==> config.mk <==
export PLATFORM = sky130hd
export DESIGN_NAME = vga_timing_gen
export DESIGN_NICKNAME = d
export VERILOG_FILES = /design/src/rtl/vga_timing_gen.sv
export SDC_FILE = /design/constraint.sdc
export NUM_CORES = 1
export LEC_CHECK = 0
export BUFFER_PORTS_ARGS = -buffer_cell sky130_fd_sc_hd__buf_2
export CAP_MARGIN = 20
export CORE_MARGIN = 2
export CORE_UTILIZATION = 53
export CTS_CLUSTER_SIZE = 16
export DETAILED_ROUTE_END_ITERATION = 8
export PLACE_DENSITY = 0.9
export SYNTH_ARGS = -nofsm -noshare
export SYNTH_HDL_FRONTEND = slang
export SYNTH_SLANG_ARGS = --single-unit
==> constraint.sdc <==
create_clock -name Clk -period 3.5 [get_ports Clk]
set_input_delay 0.7 -clock Clk [delete_from_list [all_inputs] [get_ports Clk]]
set_output_delay 0.7 -clock Clk [all_outputs]
set_load 0.02 [all_outputs]
==> src/rtl/vga_timing_gen.sv <==
// rtl/vga_timing_gen.sv - raster timing generator and registered VGA pixel output stage
module vga_timing_gen #(
  parameter int H_VISIBLE = 640,
  parameter int H_FRONT   = 16,
  parameter int H_SYNC    = 96,
  parameter int H_BACK    = 48,
  parameter int V_VISIBLE = 480,
  parameter int V_FRONT   = 10,
  parameter int V_SYNC    = 2,
  parameter int V_BACK    = 33,
  parameter int PIX_DIV   = 2,
  parameter int PIPE_DLY  = 0
) (
  input  logic       Clk,
  input  logic       Reset_n,
  input  logic [7:0] Red,
  input  logic [7:0] Green,
  input  logic [7:0] Blue,
  output logic [9:0] DrawX,
  output logic [9:0] DrawY,
  output logic       pixel_ce,
  output logic       frame_start,
  output logic       VGA_HS,
  output logic       VGA_VS,
  output logic       VGA_BLANK_N,
  output logic [7:0] VGA_R,
  output logic [7:0] VGA_G,
  output logic [7:0] VGA_B
);

  localparam int H_TOTAL = H_VISIBLE + H_FRONT + H_SYNC + H_BACK;
  localparam int V_TOTAL = V_VISIBLE + V_FRONT + V_SYNC + V_BACK;
  localparam int DIV_W   = (PIX_DIV > 1) ? $clog2(PIX_DIV) : 1;

  localparam logic [DIV_W-1:0] DIV_LAST = DIV_W'(PIX_DIV - 1);
  localparam logic [9:0]       H_LAST   = 10'(H_TOTAL - 1);
  localparam logic [9:0]       V_LAST   = 10'(V_TOTAL - 1);

  // 11-bit bounds so a sync window ending exactly at 1024 still compares correctly
  localparam logic [10:0] H_ACT_END  = 11'(H_VISIBLE);
  localparam logic [10:0] V_ACT_END  = 11'(V_VISIBLE);
  localparam logic [10:0] H_SYNC_BEG = 11'(H_VISIBLE + H_FRONT);
  localparam logic [10:0] H_SYNC_END = 11'(H_VISIBLE + H_FRONT + H_SYNC);
  localparam logic [10:0] V_SYNC_BEG = 11'(V_VISIBLE + V_FRONT);
  localparam logic [10:0] V_SYNC_END = 11'(V_VISIBLE + V_FRONT + V_SYNC);

  // {act, hs, vs} while nothing is being displayed
  localparam logic [2:0] TIM_IDLE = 3'b011;

  // Counters are 10 bits wide, so larger rasters cannot be represented
  generate
    if (H_TOTAL > 1024 || V_TOTAL > 1024) begin : g_bad_totals
      $error("vga_timing_gen: H_TOTAL and V_TOTAL must not exceed 1024");
    end
    if (PIX_DIV < 1) begin : g_bad_div
      $error("vga_timing_gen: PIX_DIV must be at least 1");
    end
  endgenerate

  logic [DIV_W-1:0] div;
  logic [DIV_W-1:0] div_next;
  logic [9:0]       hc;
  logic [9:0]       vc;
  logic             act;
  logic             hs_i;
  logic             vs_i;
  logic [2:0]       tim_now;
  logic [2:0]       tim_dly;

  assign div_next = (div == DIV_LAST) ? '0 : div + 1'b1;

  // Pixel divider; pixel_ce is registered so it is low during and right after reset
  always_ff @(posedge Clk or negedge Reset_n) begin
    if (!Reset_n) begin
      div      <= '0;
      pixel_ce <= 1'b0;
    end else begin
      div      <= div_next;
      pixel_ce <= (div_next == DIV_LAST);
    end
  end

  // Raster counters advance one position per pixel tick
  always_ff @(posedge Clk or negedge Reset_n) begin
    if (!Reset_n) begin
      hc <= '0;
      vc <= '0;
    end else if (pixel_ce) begin
      if (hc == H_LAST) begin
        hc <= '0;
        vc <= (vc == V_LAST) ? '0 : vc + 10'd1;
      end else begin
        hc <= hc + 10'd1;
      end
    end
  end

  assign DrawX = hc;
  assign DrawY = vc;

  assign act  = ({1'b0, hc} < H_ACT_END) && ({1'b0, vc} < V_ACT_END);
  assign hs_i = !(({1'b0, hc} >= H_SYNC_BEG) && ({1'b0, hc} < H_SYNC_END));
  assign vs_i = !(({1'b0, vc} >= V_SYNC_BEG) && ({1'b0, vc} < V_SYNC_END));

  assign frame_start = pixel_ce && (hc == H_LAST) && (vc == V_LAST);
  assign tim_now     = {act, hs_i, vs_i};

  // Delay the timing flags by the mapper latency so they meet the matching colour
  generate
    if (PIPE_DLY == 0) begin : g_no_pipe
      assign tim_dly = tim_now;
    end else begin : g_pipe
      logic [2:0] stage [PIPE_DLY];

      // Shift register stepped once per pixel tick
      always_ff @(posedge Clk or negedge Reset_n) begin
        if (!Reset_n) begin
          for (int i = 0; i < PIPE_DLY; i++) stage[i] <= TIM_IDLE;
        end else if (pixel_ce) begin
          stage[0] <= tim_now;
          for (int i = 1; i < PIPE_DLY; i++) stage[i] <= stage[i-1];
        end
      end

      assign tim_dly = stage[PIPE_DLY-1];
    end
  endgenerate

  // Final pin register; blanking forces the colour to black
  always_ff @(posedge Clk or negedge Reset_n) begin
    if (!Reset_n) begin
      VGA_BLANK_N <= 1'b0;
      VGA_HS      <= 1'b1;
      VGA_VS      <= 1'b1;
      VGA_R       <= '0;
      VGA_G       <= '0;
      VGA_B       <= '0;
    end else if (pixel_ce) begin
      VGA_BLANK_N <= tim_dly[2];
      VGA_HS      <= tim_dly[1];
      VGA_VS      <= tim_dly[0];
      VGA_R       <= tim_dly[2] ? Red   : 8'h00;
      VGA_G       <= tim_dly[2] ? Green : 8'h00;
      VGA_B       <= tim_dly[2] ? Blue  : 8'h00;
    end
  end

endmodule

==> run metrics <==
fmax 378 MHz; worst reg2reg setup slack 1630 ps; DR pass1 iterations 4; post-synth net total 211; H-tree levels 2; worst skew pair latency 310 ps; vias in the first global route 1,580; final hold slack 374 ps; clk root buf clkbuf_8; # hold bufs at CTS 0; Synth area leaders dfrtp_1 (54%), a22o_1 (11%), nand3_1 (2.6%), dfstp_2 (2.5%), xnor2_1 (2.5%); NetSw 245 µW; Post-Route Setup TNS 0 ps; clock share of power 38.7%; r2r endpoint VGA_G[5]$_DFFE_PN0P_; Worst R2R Start DrawY[5]$_DFFE_PN0P_; Hold WC Path Type in -> async; Switching Share 23.1%; Cell variety after synth 40; ANT nets after route 0; max-cap violations 0; Post-Route Skew 9.70 ps; # DRC 0; IO Pins 75; Post-Synth XOR/XNOR Area 4.10%; top cells by count, synth dfrtp_1 (46), a22o_1 (26), nand3_1 (11); crit path kind reg -> out; TritonCTS Buffers 5; endpoints failing hold 0; die footprint 0.00456 mm²; grt ovf 0; first-pass GRT wire length 7610 µm; Yosys top cell by area dfrtp_1; share of cells above drive strength 1 37.4%; sequential share of power 54.3%; TritonCTS clock tree yes; CTS Buffer Depth 2; P_int 816 µW; register bit count reported by yosys 48; Final GP Congestion 0.851; worst IR drop on VDD 0.201 mV; Chip Height 67.5 µm; All-Layer GR Usage 22.2%; largest net degree at the start of global routing 49; Post-Synth Adder-Cell Area 2.34%; hpwl dp 3460 µm; post-CTS setup buffer count 0; synthesis-to-layout area growth 24.2%; FP Rows 23; post-synthesis compound-gate area fraction 16.9%; routed len/inst 16.3 µm; count leader, synth dfrtp_1; Total Wirelength 4960 µm; port bufs 74; final setup vio count 0; P_leak 1.34 nW; clock sink total 48; worst reg-to-reg path cell count 4; Worst Path Max Fanout 6; Simple-Gate Fraction of Synth Area 16.2%; Die W 67.5 µm; via count 1,679; Worst Path Arrival 1950 ps; Ys Warns 0; crit share post-route 75.7%; # diodes 0; dpl cell area 0.00251 mm²; CP Capture Type primary output; Critical Path Start Type register; core outline area 0.00394 mm²; sequential share of the synthesized area 56.3%; Post-synth EDFFs 0; Power per Cell Area 400 mW/mm²; Combinational Power Share 7.0%; CP required 2800 ps; Async S/R FF share, synth 100%; nets 283; measured slew at the worst slew-check pin 868 ps; Starting Density 54.2%; clk slew on worst S/H paths 90 ps; vias per inst 5.52; Post-Synthesis Cells 181; Design Area, Final 0.00266 mm²; status finished clean; antenna violations before repair 0; post_cts resized 0; Slew headroom 42.1%; mapped cell area 0.00214 mm²; top cell type's share of synthesized area 53.8%; RSZ-0062 raised after global routing no; Slew Viols, Final 0; proportion of synthesized area in mux cells 0%; Final Critical Period 2650 ps; Avg Synthesized Cell Area 11.8 µm²; largest family of logic cells by synthesized area compound AO/OA/AOI/OAI gates; Most used DFF post-synth dfrtp_1; Iteration-0 DRC Markers 141; Pwr Total 1.06 mW
## critical path, stage by stage (launching register included)
cell     delay, ps
dfrtp_1        420
inv_1          120
ha_1           160
nor4b_1        340
nand3_1        280
nor2_1         150
buf_2          170
## cells in the final DEF, fill, tap and decap left out, drive strengths merged, types with 5 or more instances in the layout
| cell type | synthesis | layout |
|---|---|---|
| a22o | 26 | 26 |
| o21ai | 9 | 9 |
| buf | 8 | 75 |
| dfrtp | 46 | 46 |
| and3 | 5 | 5 |
| xnor2 | 6 | 6 |
| nor2 | 7 | 7 |
| nand3 | 11 | 11 |
| clkbuf | 2 | 5 |
| inv | 8 | 8 |
| nand2 | 9 | 9 |
## cells by family after synthesis
group,count (synthesis)
fa+ha+maj,4
compound gates,46
xor+xnor,10
simple gates,55
buf+inv,18
flops,48
## metal layers
layer  vias up  GRT usage (%)  part of all wire [%]
li1        805              -                     -
met4         0           8.42                   1.7
met3         8           4.83                   6.3
met2        59           35.9                    51
met1       807           29.3                    41
met5         -              0                     0
## power groups by stage
stage / sequential [mW] / combinational (mW) / clock [mW]
2_1_floorplan: 0.604 / 0.0120 / 0
3_3_place_gp: 0.586 / 0.0695 / 0
3_5_place_dp: 0.587 / 0.0717 / 0
4_1_cts: 0.576 / 0.0720 / 0.416
5_1_grt: 0.578 / 0.0816 / 0.440
6_report: 0.576 / 0.0746 / 0.410
## registers in the layout, indices dropped and copies added (netlist names)
signal / cells
DrawX: 10
DrawY: 10
VGA_B: 8
VGA_BLANK_N: 1
VGA_G: 8
VGA_HS: 1
VGA_R: 8
VGA_VS: 1
div: 1
## per-stage QoR
stage                     instances  utilization [%]  setup WS [ps]
final                           304             67.3            851
after detailed placement        295             63.7           1230
after global routing            304             67.3            689
after floorplan                 181                -           1260
after global placement          295             63.7           1320
after CTS                       303             66.6            873
## layout make-up
type	instances	area (µm²)
flip-flops and latches	48	1200
clock inverters	3	47.5
inverters	8	30.0
clock buffers	5	68.8
fillers	304	1290
multi-input cells	115	845
well taps	50	62.6
repair buffers	75	398
## worst max path at each step
stage	start	endpoint	slack, ps
after floorplan	DrawY[0]$_DFFE_PN0P_	frame_start	1260
after global placement	DrawY[0]$_DFFE_PN0P_	frame_start	1320
after detailed placement	DrawY[0]$_DFFE_PN0P_	frame_start	1230
after CTS	DrawY[0]$_DFFE_PN0P_	frame_start	870
after global routing	DrawY[1]$_DFFE_PN0P_	frame_start	690
final	DrawY[0]$_DFFE_PN0P_	frame_start	850
Note: power is estimated with default switching activity, not from simulation.
